<file path="src/rtl/mem_ctrl_pkg.sv">
// Shared types and constants for the byte-serial memory controller.
// Used by mem_ctrl and mem_ctrl_arb (optional IF port: MEM_CTRL_IF_PORT_EN).
package mem_ctrl_pkg;

   localparam int unsigned RegLen = 32;

   typedef enum logic [1:0] {
      MemIdle  = 2'b00,
      MemRead  = 2'b01,
      MemWrite = 2'b10,
      MemDone  = 2'b11
   } mem_state_t;

   localparam logic [1:0] MemByte = 2'b00;
   localparam logic [1:0] MemHalf = 2'b01;
   localparam logic [1:0] MemWord = 2'b11;

   typedef enum logic {
      ClientData = 1'b0,
      ClientIf   = 1'b1
   } mem_client_t;

   // Size code 2'b10 is the 3-byte access.
   function automatic logic [2:0] byte_count(input logic [1:0] offset);
      case (offset)
         MemByte: return 3'd1;
         MemHalf: return 3'd2;
         MemWord: return 3'd4;
         default: return 3'd3;
      endcase
   endfunction

endpackage

</file>
<file path="src/rtl/mem_ctrl_arb.sv">
// Combinational IDLE-state arbitration: MEM beats IF, store beats load.
// IF inputs exist only when MEM_CTRL_IF_PORT_EN is defined.
module mem_ctrl_arb
   import mem_ctrl_pkg::*;
(
   input  logic              ram_read_enable,
   input  logic              ram_write_enable,
   input  logic [RegLen-1:0] ram_addr_o,
   input  logic [RegLen-1:0] ram_data_o,
   input  logic [1:0]        ram_offset,
`ifdef MEM_CTRL_IF_PORT_EN
   input  logic              if_read_enable,
   input  logic [RegLen-1:0] if_addr,
`endif
   output logic              grant,
   output mem_client_t       client,
   output logic              is_write,
   output logic [RegLen-1:0] addr,
   output logic [RegLen-1:0] data,
   output logic [2:0]        count
);

   always_comb begin
      grant    = ram_write_enable | ram_read_enable;
      client   = ClientData;
      is_write = ram_write_enable;
      addr     = ram_addr_o;
      data     = ram_data_o;
      count    = byte_count(ram_offset);
`ifdef MEM_CTRL_IF_PORT_EN
      if (!(ram_write_enable | ram_read_enable) && if_read_enable) begin
         grant    = 1'b1;
         client   = ClientIf;
         is_write = 1'b0;
         addr     = if_addr;
         count    = 3'd4;
      end
`endif
   end

endmodule

</file>
<file path="src/rtl/mem_ctrl.sv">
// Byte-serial memory controller: serialises MEM (and optional IF) requests
// onto an 8-bit RAM bus. IF fetch port enabled by MEM_CTRL_IF_PORT_EN.
module mem_ctrl
   import mem_ctrl_pkg::*;
(
   input  logic              clk,
   input  logic              rst,
   input  logic              ram_read_enable,
   input  logic              ram_write_enable,
   input  logic [RegLen-1:0] ram_addr_o,
   input  logic [RegLen-1:0] ram_data_o,
   input  logic [1:0]        ram_offset,
   output logic              ram_done,
   output logic [RegLen-1:0] ram_data,
`ifdef MEM_CTRL_IF_PORT_EN
   input  logic              if_read_enable,
   input  logic [RegLen-1:0] if_addr,
   output logic              if_done,
   output logic [RegLen-1:0] if_data,
`endif
   output logic [RegLen-1:0] mem_a,
   output logic [7:0]        mem_dout,
   input  logic [7:0]        mem_din,
   output logic              mem_wr
);

   mem_state_t        state;
   logic [2:0]        count_q;
   logic [2:0]        issue_q;
   logic [1:0]        cap_q;
   logic              armed;
   logic [RegLen-1:0] addr_q;
   logic [RegLen-1:0] data_q;
   logic [RegLen-1:0] buf_q;
   logic [RegLen-1:0] buf_next;
   logic [RegLen-1:0] next_addr;
   logic              last_cap;

   logic              g_grant;
   mem_client_t       g_client;
   logic              g_write;
   logic [RegLen-1:0] g_addr;
   logic [RegLen-1:0] g_data;
   logic [2:0]        g_count;
`ifdef MEM_CTRL_IF_PORT_EN
   mem_client_t       client_q;
`endif

   mem_ctrl_arb u_arb (
      .ram_read_enable (ram_read_enable),
      .ram_write_enable(ram_write_enable),
      .ram_addr_o      (ram_addr_o),
      .ram_data_o      (ram_data_o),
      .ram_offset      (ram_offset),
`ifdef MEM_CTRL_IF_PORT_EN
      .if_read_enable  (if_read_enable),
      .if_addr         (if_addr),
`endif
      .grant           (g_grant),
      .client          (g_client),
      .is_write        (g_write),
      .addr            (g_addr),
      .data            (g_data),
      .count           (g_count)
   );

   // Read data arrives one cycle after its address, so capture lags issue by one.
   always_comb begin
      buf_next = buf_q;
      buf_next[{cap_q, 3'b000} +: 8] = mem_din;
      next_addr = addr_q + {{(RegLen-3){1'b0}}, issue_q};
      last_cap = armed && ({1'b0, cap_q} == count_q - 3'd1);
   end

   always_ff @(posedge clk or negedge rst) begin
      if (!rst) begin
         state    <= MemIdle;
         count_q  <= '0;
         issue_q  <= '0;
         cap_q    <= '0;
         armed    <= 1'b0;
         addr_q   <= '0;
         data_q   <= '0;
         buf_q    <= '0;
         mem_a    <= '0;
         mem_dout <= '0;
         mem_wr   <= 1'b0;
         ram_done <= 1'b0;
         ram_data <= '0;
`ifdef MEM_CTRL_IF_PORT_EN
         client_q <= ClientData;
         if_done  <= 1'b0;
         if_data  <= '0;
`endif
      end else begin
         ram_done <= 1'b0;
`ifdef MEM_CTRL_IF_PORT_EN
         if_done  <= 1'b0;
`endif
         unique case (state)
            MemIdle: begin
               if (g_grant) begin
                  addr_q  <= g_addr;
                  data_q  <= g_data;
                  count_q <= g_count;
                  issue_q <= 3'd1;
                  cap_q   <= '0;
                  armed   <= 1'b0;
                  buf_q   <= '0;
                  mem_a   <= g_addr;
`ifdef MEM_CTRL_IF_PORT_EN
                  client_q <= g_client;
`endif
                  if (g_write) begin
                     mem_dout <= g_data[7:0];
                     mem_wr   <= 1'b1;
                     state    <= MemWrite;
                  end else begin
                     mem_wr <= 1'b0;
                     state  <= MemRead;
                  end
               end
            end
            MemRead: begin
`ifdef MEM_CTRL_IF_PORT_EN
               if (client_q == ClientIf && !if_read_enable) state <= MemIdle;
               else
`endif
               begin
                  if (issue_q < count_q) begin
                     mem_a   <= next_addr;
                     issue_q <= issue_q + 3'd1;
                  end
                  armed <= 1'b1;
                  if (armed) begin
                     buf_q <= buf_next;
                     cap_q <= cap_q + 2'd1;
                  end
                  if (last_cap) begin
                     state <= MemDone;
`ifdef MEM_CTRL_IF_PORT_EN
                     if (client_q == ClientIf) begin
                        if_done <= 1'b1;
                        if_data <= buf_next;
                     end else
`endif
                     begin
                        ram_done <= 1'b1;
                        ram_data <= buf_next;
                     end
                  end
               end
            end
            MemWrite: begin
               if (issue_q < count_q) begin
                  mem_a    <= next_addr;
                  mem_dout <= data_q[{issue_q[1:0], 3'b000} +: 8];
                  issue_q  <= issue_q + 3'd1;
               end else begin
                  mem_wr   <= 1'b0;
                  ram_done <= 1'b1;
                  ram_data <= buf_q;
                  state    <= MemDone;
               end
            end
            MemDone: state <= MemIdle;
         endcase
      end
   end

endmodule

</file>
<file path="config.mk">
export PLATFORM = sky130hd
export DESIGN_NAME = mem_ctrl
export DESIGN_NICKNAME = d
export VERILOG_FILES = /design/src/rtl/mem_ctrl_pkg.sv /design/src/rtl/mem_ctrl_arb.sv /design/src/rtl/mem_ctrl.sv
export SDC_FILE = /design/constraint.sdc
export NUM_CORES = 1
export LEC_CHECK = 0
export ABC_AREA = 1
export CORE_UTILIZATION = 35
export CTS_CLUSTER_SIZE = 10
export DETAILED_ROUTE_END_ITERATION = 7
export SYNTH_ARGS = -nofsm -noshare
export SYNTH_HDL_FRONTEND = slang
export SYNTH_SLANG_ARGS = --single-unit
</file>
<file path="constraint.sdc">
create_clock -name clk -period 1.7 [get_ports clk]
set_input_delay 0.255 -clock clk [delete_from_list [all_inputs] [get_ports clk]]
set_output_delay 0.255 -clock clk [all_outputs]
set_load 0.05 [all_outputs]
</file>
Word level (Yosys, flattened, before mapping):

Cells that the tools add are included.

* add/sub/neg operators: 5
* multiply operators: 0
* divide/modulo/power cells: 0
* order comparisons: 1
* equality and inequality tests: 13
* shift operators: 3
* mux-type cells: 35
* bitwise gates (word level): 1
* reduce and logical (&&, ||, !) cells: 16

Operators with widths (count)
* 2-to-1 mux 32 bit: 6
* one-hot mux 32 bit (2 select lines): 3
* adder 32 x 3 -> 32 bit: 1
* bitwise mux 32 bit: 1
* variable shift 8 x 7 -> 32 bit, first input constant: 1
* indexed part select 32 x 6 -> 8 bit: 1
* indexed part select 8 x 7 -> 32 bit: 1
* 2-to-1 mux 8 bit: 3
* one-hot mux 8 bit (2 select lines): 1
* AND reduction 3 bit: 5
* 2-to-1 mux 2 bit: 6
* != test 2 bit, second input constant: 6
* one-hot mux 3 bit (3 select lines): 1
* one-hot mux 2 bit (4 select lines): 1
* nonzero test 2 bit: 4
* negation 5 -> 7 bit: 1
* == test 2 bit, second input constant: 3
* 2-to-1 mux 1 bit: 6
* 2-to-1 mux 3 bit: 2
* one-hot mux 1 bit (2 select lines): 3
* one-hot mux 3 bit (2 select lines): 1
* == test 2 x 1 -> 1 bit, second input constant: 2
* zero test 2 bit: 2
* one-hot mux 2 bit (2 select lines): 1
* 11 further kinds: 12

* flip-flop bits (word level): 181
* latch bits: 0
* RAM bits: 0
* ROM bits: 0
* input port bits: 78
* output and inout bits: 74
* word-level logic and storage cells: 87
* memories: 0

Logic depth before layout (Yosys ltp):

Gate-level depths: netlist of run 1.

* depth in word-level cells: 5
* depth in mapped cells: 13
* gate-level depth less buffers: 13

Modules after synthesis:

A second synthesis of run 1 with hierarchy kept.

* cell total of the unflattened synthesis: 1362
* area, all modules: 10087.2 sq um

By module, submodules not included
* mem_ctrl: times used 1, cells an instance 1284, area each 9520.4 sq um, seq. area each 4529.3 sq um
* mem_ctrl_arb: times used 1, cells an instance 78, area each 566.8 sq um, seq. area each 0.0 sq um

Least setup slack after synthesis of run 1:

Ideal clock, no wire load.

* path type: register -> register
* from: reg issue_q[0]
* to: reg mem_a[24]
* setup time: 0.118 ns
* arrival: 1.724 ns
* required time: 1.582 ns
* path slack: -0.142 ns
* cell stages (with the launch flop): 13
* buffers on the path: 0
* period minus slack after synthesis: 1.842 ns
* cell sequence: dfrtp_1 -> ha_1 -> fa_1 -> nand2_1 -> nand2_1 -> nand2_1 -> inv_1 -> nand2_1 -> inv_1 -> nand3_1 -> nand3_1 -> nand2_1 -> nand2_1

* longest elaborated chain between the ends: 3
* elaborated cells between the ends (all ways): 6
* those cells by class: add/sub (1); order compare (1); eq/ne (1); mux (2); reduce/logical (1)

RTL lines
* start: declaration: RTL line mem_ctrl.sv:29 `logic [2:0] issue_q;`
* start signal: assignment: RTL line mem_ctrl.sv:132 `issue_q <= issue_q + 3'd1;`
* start signal: assignment: RTL line mem_ctrl.sv:158 `issue_q <= issue_q + 3'd1;`
* adder 32 x 3 -> 32 bit / < comparator 3 bit (equally long branches): RTL line mem_ctrl.sv:71, mem_ctrl.sv:130, mem_ctrl.sv:155
* 2-to-1 mux 32 bit / != test 2 x 1 -> 1 bit (equally long branches)
* one-hot mux 32 bit (2 select lines) / AND reduction 3 bit (equally long branches)
* end signal: assignment: RTL line mem_ctrl.sv:110 `mem_a <= g_addr;`
* end signal: assignment: RTL line mem_ctrl.sv:131 `mem_a <= next_addr;`
* end signal: assignment: RTL line mem_ctrl.sv:156 `mem_a <= next_addr;`
* end: declaration: RTL line mem_ctrl.sv:21 `output logic [RegLen-1:0] mem_a,`

Parallel ways exist; a longest one is shown, timed or not. The select of a mux whose other input is x is not followed.
A chain may end at the register's enable or synchronous reset.

Worst setup path in the final report of run 1:

* from: reg issue_q[1]
* to: reg mem_a[24]

Same word-level chain as after synthesis.

==> results of run 1 <==
## how the worst max path moves through the flow
stage                           startpoint                      to  slack, ns
floorplan           issue_q[0]$_DFFE_PN0P_   mem_a[24]$_DFFE_PN0P_      0.004
CTS                  addr_q[0]$_DFFE_PN0P_   mem_a[16]$_DFFE_PN0P_      -0.11
detailed placement         ram_read_enable  count_q[0]$_DFFE_PN0P_      -0.22
global route        issue_q[1]$_DFFE_PN0P_   mem_a[24]$_DFFE_PN0P_      -0.17
finish              issue_q[1]$_DFFE_PN0P_   mem_a[24]$_DFFE_PN0P_       -0.1
global placement           ram_read_enable  count_q[0]$_DFFE_PN0P_      -0.21
## cell families (layout without fill, tap and decap cells)
group / Yosys count / in the layout
and+or+nand+nor: 506 / 507
AOI/OAI and AO/OA: 276 / 276
DFF: 181 / 181
buffers and inverters: 177 / 423
adders and majority gates: 20 / 20
muxes: 19 / 19
xor gates and xnor gates: 7 / 7
## power groups by stage
stage | combinational [mW] | clock, mW | sequential (mW)
2_1_floorplan | 7.54 | 0 | 9.68
3_3_place_gp | 15.2 | 0 | 7.31
3_5_place_dp | 15.4 | 0 | 7.33
4_1_cts | 16.3 | 4.55 | 7.28
5_1_grt | 21.1 | 4.72 | 7.59
6_report | 19.5 | 4.49 | 7.39
## cell usage in the layout, fill, tap and decap left out, types with 4 or more instances in the layout
master,n
nand2_1,311
dfrtp_1,175
nor2_1,79
nor2_2,6
nand3_2,11
inv_1,106
inv_2,12
nand2_4,17
a21oi_2,4
buf_8,4
clkdlybuf4s50_1,76
a22oi_1,6
nand2_2,23
inv_8,4
mux2_4,8
nand3_1,33
a21oi_1,27
bufinv_16,4
nor2_4,7
inv_6,4
buf_12,19
o22ai_2,7
o21ai_2,16
dfrtp_2,6
xor2_1,4
buf_6,5
ha_4,6
o21ai_0,138
mux2_2,11
nand4_1,7
o21ai_1,41
ha_1,11
clkbuf_16,27
buf_4,150
o22ai_1,31
## metal layers
| metal | vias to the layer above | wire length, um | GRT usage [%] |
|---|---|---|---|
| met5 | - | 0 | 0 |
| li1 | 4330 | - | - |
| met3 | 32 | 1342 | 2.897 |
| met4 | 0 | 487 | 5.171 |
| met2 | 245 | 12940 | 30.41 |
| met1 | 4166 | 13250 | 28.60 |
## per-stage QoR
step	utilization (%)	worst slack (ns)	instances
2_1_floorplan	-	0.003674	1186
3_3_place_gp	44.73	-0.2093	1709
3_5_place_dp	44.73	-0.2204	1709
4_1_cts	48.34	-0.1089	1747
5_1_grt	51.73	-0.1669	1768
6_report	51.73	-0.09683	1768
## repair_timing
| item | 4_1_cts | 5_1_grt |
|---|---|---|
| gates resized for setup | 46 | 168 |
| cloned | 3 | 14 |
| pin swaps | 15 | 30 |
| setup endpoints to repair | 124 | 119 |
| endpoints found under the hold margin | 31 | 0 |
| hold buffers | 1 | 0 |
| setup buffers | 3 | 9 |
## registers in the layout, summed over array words and instances (netlist names)
register,count
addr_q,32
buf_q,32
data_q,32
mem_a,32
ram_data,32
mem_dout,8
count_q,3
issue_q,3
cap_q,2
state,2
armed,1
mem_wr,1
ram_done,1
## critical path: cells and delay by family (launching register included)
family,cells,cell delay [ns]
fa+ha+maj,1,0.39
simple gates,8,0.59
flops,1,0.47
buf+inv,3,0.23
## area by class of cell
type	instances	area (um^2)
fill	2408	12580
tap	335	419.2
timing repair inverter	1	7.507
inverter	123	478.0
clock buffer	17	425.4
sequential	181	4537
clock inverter	15	237.7
timing repair buffer	267	2704
multi-input combinational	829	4672
==> impl_metrics.py, run 1 <==
metrics = {
    "critical_path": {
        "r2r_end": "mem_a[24]$_DFFE_PN0P_",
        "cp.arrival_ns": 2.12,
        "critPathKind": "reg -> reg",
        "rrSetupSlack_ns": -0.1,
        "critical_path.endpoint_type": "register",
        "critPathRequiredTime_ns": 2.03,
        "critPathMaxFanout": 4,
        "path_cells": "buf_6, fa_2, nand2_2, nand2_4, nand2_4, inv_4, nand2_4, inv_4, nand3_2, nand3_2, nand2_1, nand2_1",
        "cp_slowest_cell": "dfrtp_2",
        "slowest_delay_ns": 0.47,
        "rr_worst_depth": 12,
        "start_kind": "register",
        "r2r_start": "issue_q[1]$_DFFE_PN0P_",
        "cpMostUsedCell": "nand2_4",
    },
    "place": {
        "gp_congestion": 0.9231,
        "io_buffers": 151,
        "placed_area_um2": 11650,
        "dp_hpwl_um": 18940,
    },
    "sta": {
        "drv_slew": 0,
        "period_needed_ns": 1.797,
        "finalSetupTns_ns": -0.9741,
        "layout_setup_ws_ns": -0.09683,
        "hold_viol": 0,
        "tightest_slew_ns": 0.4251,
        "relSlewSlack_pct": 71.36,
        "skew_ns": 0.01590,
        "setup_violations": 27,
        "rsz0062_at_grt": "yes",
        "hold_ws_ns": 0.2718,
        "finalCritPeriodShare_pct": 105.7,
        "timing.fmax_mhz": 556.5,
    },
    "synthesis": {
        "synth_fa_ha_area_share_pct": 2.766,
        "yosys_warnings": 0,
        "synth-compound-area-share_pct": 15.79,
        "synth.most_common_cell": "nand2_1",
        "synth_cell_types": 35,
        "netlist_instances": 1186,
        "ys_seq_area_share_pct": 48.61,
        "synth_edf_count": 0,
        "synth-async-reset-ratio_pct": 100.0,
        "ys_ff_latch": 181,
        "synthXorXnorAreaFrac_pct": 0.6580,
        "synth_mux_area_share_pct": 2.296,
        "syn_nets": 1284,
        "synth_area_leaders": "dfrtp_1 49%, nand2_1 14%, o21ai_0 9.0%, inv_1 4.7%, nor2_1 3.5%",
        "synth.cell_area_um2": 9318,
        "synth_top_family_by_area": "simple AND/OR/NAND/NOR gates",
        "ys.flop_type": "dfrtp_1",
        "synth_simple_gate_area_share_pct": 21.69,
        "avgSynthCellArea_um2": 7.856,
        "synth_top_area_share_pct": 48.61,
        "synth.top_cells.by_count": "351 x nand2_1, 181 x dfrtp_1, 168 x o21ai_0",
        "synth_top_area_cell": "dfrtp_1",
    },
    "power": {
        "power.switching_mw": 14.61,
        "ir_worst_vdd_v": 0.001403,
        "power_frac_seq_pct": 23.5,
        "swShare_pct": 46.55,
        "p_total_mw": 31.39,
        "p_leak_nw": 6.102,
        "p_int_mw": 16.78,
        "clockPowerShare_pct": 14.3,
        "power_frac_comb_pct": 62.2,
        "powerDensity_nw_per_um2": 2329,
    },
    "hold_path": {
        "hold_path_class": "in -> async",
    },
    "floorplan": {
        "start_util_pct": 35.76,
        "die_w_um": 165.2,
        "core_area_um2": 26060,
        "die_y_um": 165.2,
        "io_pins": 152,
        "rows": 59,
        "dieArea_um2": 27280,
    },
    "status": {
        "status": "finished with violations",
        "violations": "negative setup slack",
    },
    "grt": {
        "grt.total_usage_pct": 19.69,
        "gr-total-overflow": 0,
        "antenna_found_initial": 0,
        "grt_pass1_wl_um": 42240,
        "grt_pass1_vias": 8135,
        "grt_max_degree": 52,
    },
    "clock_network": {
        "cts_buffers": 17,
        "cts.sinks": 181,
        "worst_skew_pair.late_latency_ns": 0.44,
        "h-tree-depth": 4,
        "cts_tree": "done",
        "clk_transition_reported_paths_ns": 0.08,
        "cts_buffer_depth": 2,
        "cts_root_buffer": "clkbuf_16",
    },
    "finish": {
        "fin_area_um2": 13480,
        "area.growth.synth_to_final_pct": 44.68,
        "nets": 1518,
        "drive_gt1_share_pct": 26.66,
        "antennaDiodeCount": 0,
    },
    "run": {
        "maxCapViolations": 0,
    },
    "detailed_routing": {
        "vias": 8773,
        "drcViolationCount": 0,
        "vias_per_cell": 4.962,
        "drtAntennaViolNets": 0,
        "wire_per_inst_um": 15.85,
        "wirelength_um": 28010,
        "first_pass_iters": 7,
        "drt_iter0_drc": 725,
    },
}
No activity file was read; power rests on OpenSTA's default activity.
==> run 2: changes to the inputs <==
--- a/config.mk
+++ b/config.mk
@@ -6,9 +6,12 @@
 export NUM_CORES = 1
 export LEC_CHECK = 0
 export ABC_AREA = 1
-export CORE_UTILIZATION = 35
+export CORE_UTILIZATION = 50
 export CTS_CLUSTER_SIZE = 10
 export DETAILED_ROUTE_END_ITERATION = 7
+export PLACE_DENSITY = 0.78
+export SLEW_MARGIN = 20
 export SYNTH_ARGS = -nofsm -noshare
 export SYNTH_HDL_FRONTEND = slang
+export SYNTH_HIERARCHICAL = 1
 export SYNTH_SLANG_ARGS = --single-unit
==> run 2 against run 1 <==
Effect of this change:
- area after synthesis rose by 8.1%
- utilization is 17 points higher
- sequential power down 3%
- largest cell class unchanged
- worst setup slack worse by 0.0020 ns
- clock power barely moved
- non-clock buffer count decreased by 15
- combinational power down 9.7%
- maximum frequency fell by 0.11%
- global-route usage rose by 6.9 points
- via count up 9.5%
- largest power group unchanged
- the run still ends with negative setup slack left
==> impl_metrics.py, run 2 <==
metrics = {
    "status": {
        "violations": "negative setup slack",
        "status": "finished with violations",
    },
    "critical_path": {
        "critPathMaxFanout": 3,
        "r2r_start": "issue_q[0]$_DFFE_PN0P_",
        "critPathKind": "reg -> reg",
        "start_kind": "register",
        "r2r_end": "mem_a[8]$_DFFE_PN0P_",
        "rr_worst_depth": 11,
        "critPathRequiredTime_ns": 2.02,
        "rrSetupSlack_ns": -0.1,
        "critical_path.endpoint_type": "register",
        "cp.arrival_ns": 2.12,
    },
    "sta": {
        "drv_slew": 0,
        "setup_violations": 61,
        "layout_setup_ws_ns": -0.09880,
        "hold_viol": 0,
        "tightest_slew_ns": 0.4196,
        "skew_ns": 0.01182,
        "period_needed_ns": 1.799,
        "timing.fmax_mhz": 555.9,
        "rsz0062_at_grt": "yes",
        "relSlewSlack_pct": 71.81,
        "finalCritPeriodShare_pct": 105.8,
    },
    "run": {
        "maxCapViolations": 0,
    },
    "power": {
        "powerDensity_nw_per_um2": 2181,
        "power_frac_comb_pct": 60.0,
        "power.switching_mw": 13.83,
        "power_frac_seq_pct": 24.6,
        "p_leak_nw": 6.385,
        "swShare_pct": 47.25,
        "ir_worst_vdd_v": 0.001406,
        "p_total_mw": 29.27,
        "p_int_mw": 15.44,
        "clockPowerShare_pct": 15.4,
    },
    "floorplan": {
        "die_y_um": 144.0,
        "dieArea_um2": 20720,
        "die_w_um": 144.0,
        "core_area_um2": 19590,
        "io_pins": 152,
        "rows": 51,
        "start_util_pct": 51.43,
    },
    "detailed_routing": {
        "wirelength_um": 30030,
        "drtAntennaViolNets": 0,
        "vias_per_cell": 5.371,
        "wire_per_inst_um": 16.79,
        "first_pass_iters": 6,
        "vias": 9608,
        "drcViolationCount": 0,
        "drt_iter0_drc": 757,
    },
    "place": {
        "dp_hpwl_um": 18830,
        "dpl.cell_count": 1730,
        "io_buffers": 151,
        "pre_cts_slack_ns": -0.1999,
        "gp_congestion": 0.9298,
    },
    "finish": {
        "mostFrequentLayoutCell": "nand2_1",
        "antennaDiodeCount": 0,
        "area.growth.synth_to_final_pct": 33.14,
        "drive_gt1_share_pct": 22.18,
        "nets": 1609,
        "layout_common_cells": "446 x nand2_1, 178 x dfrtp_1, 133 x buf_4",
        "stdcell_count": 1789,
    },
    "grt": {
        "grt_pass1_vias": 8325,
        "grt_pass1_wl_um": 42460,
        "grt.total_usage_pct": 26.57,
        "antenna_found_initial": 0,
        "grt_max_degree": 51,
        "gr-total-overflow": 0,
    },
    "clock_network": {
        "cts.sinks": 181,
        "cts_buffer_depth": 2,
        "cts_root_buffer": "clkbuf_16",
        "cts_tree": "done",
        "h-tree-depth": 4,
        "worst_skew_pair.late_latency_ns": 0.43,
        "clk_transition_reported_paths_ns": 0.07,
        "cts_buffers": 17,
    },
    "synthesis": {
        "yosys_warnings": 6,
        "syn_nets": 1458,
        "avgSynthCellArea_um2": 7.409,
        "synth.cell_area_um2": 10080,
        "netlist_instances": 1360,
    },
    "hold_path": {
        "hold_path_class": "in -> async",
    },
}
-- run 2: timing repair --
item                                    in CTS  in global routing
gates cloned                                 0                 13
pin swaps                                    1                 33
hold endpoints to repair                    38                  0
hold buffers                                 1                  0
buffers inserted                             3                 10
endpoints found under the setup margin      75                110
gates resized for setup                     38                132
-- run 2: area by class of cell --
type	count	area (um^2)
clock buffer	20	456.7
clock inverter	12	211.5
fill	1568	6175
inverter	129	509.2
multi-input combinational	930	4878
sequential	181	4533
tap	265	331.6
timing repair buffer	252	2495
-- run 2: power groups by stage --
stage | combinational [mW] | clock [mW] | sequential [mW]
2_1_floorplan | 7.37 | 0 | 8.81
3_3_place_gp | 13.9 | 0 | 7.12
3_5_place_dp | 14.1 | 0 | 7.13
4_1_cts | 14.5 | 4.53 | 7.10
5_1_grt | 18.8 | 4.71 | 7.36
6_report | 17.6 | 4.50 | 7.19
-- run 2: metal layers --
layer	global-route usage, %	wire length [um]
met4	7.783	953
met5	0	0
met3	5.398	2448
met2	40.73	13600
met1	37.78	13030
-- run 2: through the flow --
stage | utilization [%] | setup TNS [ns] | hold WS (ns) | instance area [um^2]
3_5_place_dp | 59.88 | -12.55 | 0.2038 | 11730
3_3_place_gp | 59.88 | -8.785 | 0.2046 | 11730
6_report | 68.48 | -2.592 | 0.3176 | 13420
5_1_grt | 68.48 | -7.678 | 0.3498 | 13420
4_1_cts | 64.15 | -0.4548 | 0.3196 | 12570
2_1_floorplan | - | 0 | -0.04059 | 10080
-- run 2: worst max-delay path by stage --
stage                            from                       end  slack [ns]
2_1_floorplan    cap_q[0]$_DFFE_PN0P_  ram_data[15]$_DFFE_PN0P_       0.009
3_3_place_gp         ram_write_enable      mem_a[2]$_DFFE_PN0P_       -0.15
3_5_place_dp         ram_write_enable      mem_a[2]$_DFFE_PN0P_       -0.20
4_1_cts        issue_q[0]$_DFFE_PN0P_      mem_a[8]$_DFFE_PN0P_       -0.08
5_1_grt          cap_q[0]$_DFFE_PN0P_  ram_data[23]$_DFFE_PN0P_       -0.17
6_report       issue_q[0]$_DFFE_PN0P_      mem_a[8]$_DFFE_PN0P_        -0.1
-- run 2: worst max-delay path, cell delays in order (launching register included) --
cell,delay (ns)
dfrtp_1,0.39
ha_2,0.21
fa_2,0.37
nand2_4,0.09
nand2_4,0.06
nand3_4,0.10
nor2_4,0.06
buf_6,0.12
nand2_2,0.04
nand2_1,0.04
o21ai_1,0.12
nand2_1,0.07
==> run 3: changes to the inputs <==
--- a/config.mk
+++ b/config.mk
@@ -7,6 +7,7 @@
 export LEC_CHECK = 0
 export ABC_AREA = 1
 export CORE_UTILIZATION = 50
+export CTS_CLUSTER_DIAMETER = 50
 export CTS_CLUSTER_SIZE = 10
 export DETAILED_ROUTE_END_ITERATION = 7
 export PLACE_DENSITY = 0.78
==> results of run 3 <==
Final layout, timing and power as in run 2 (identical DEF).
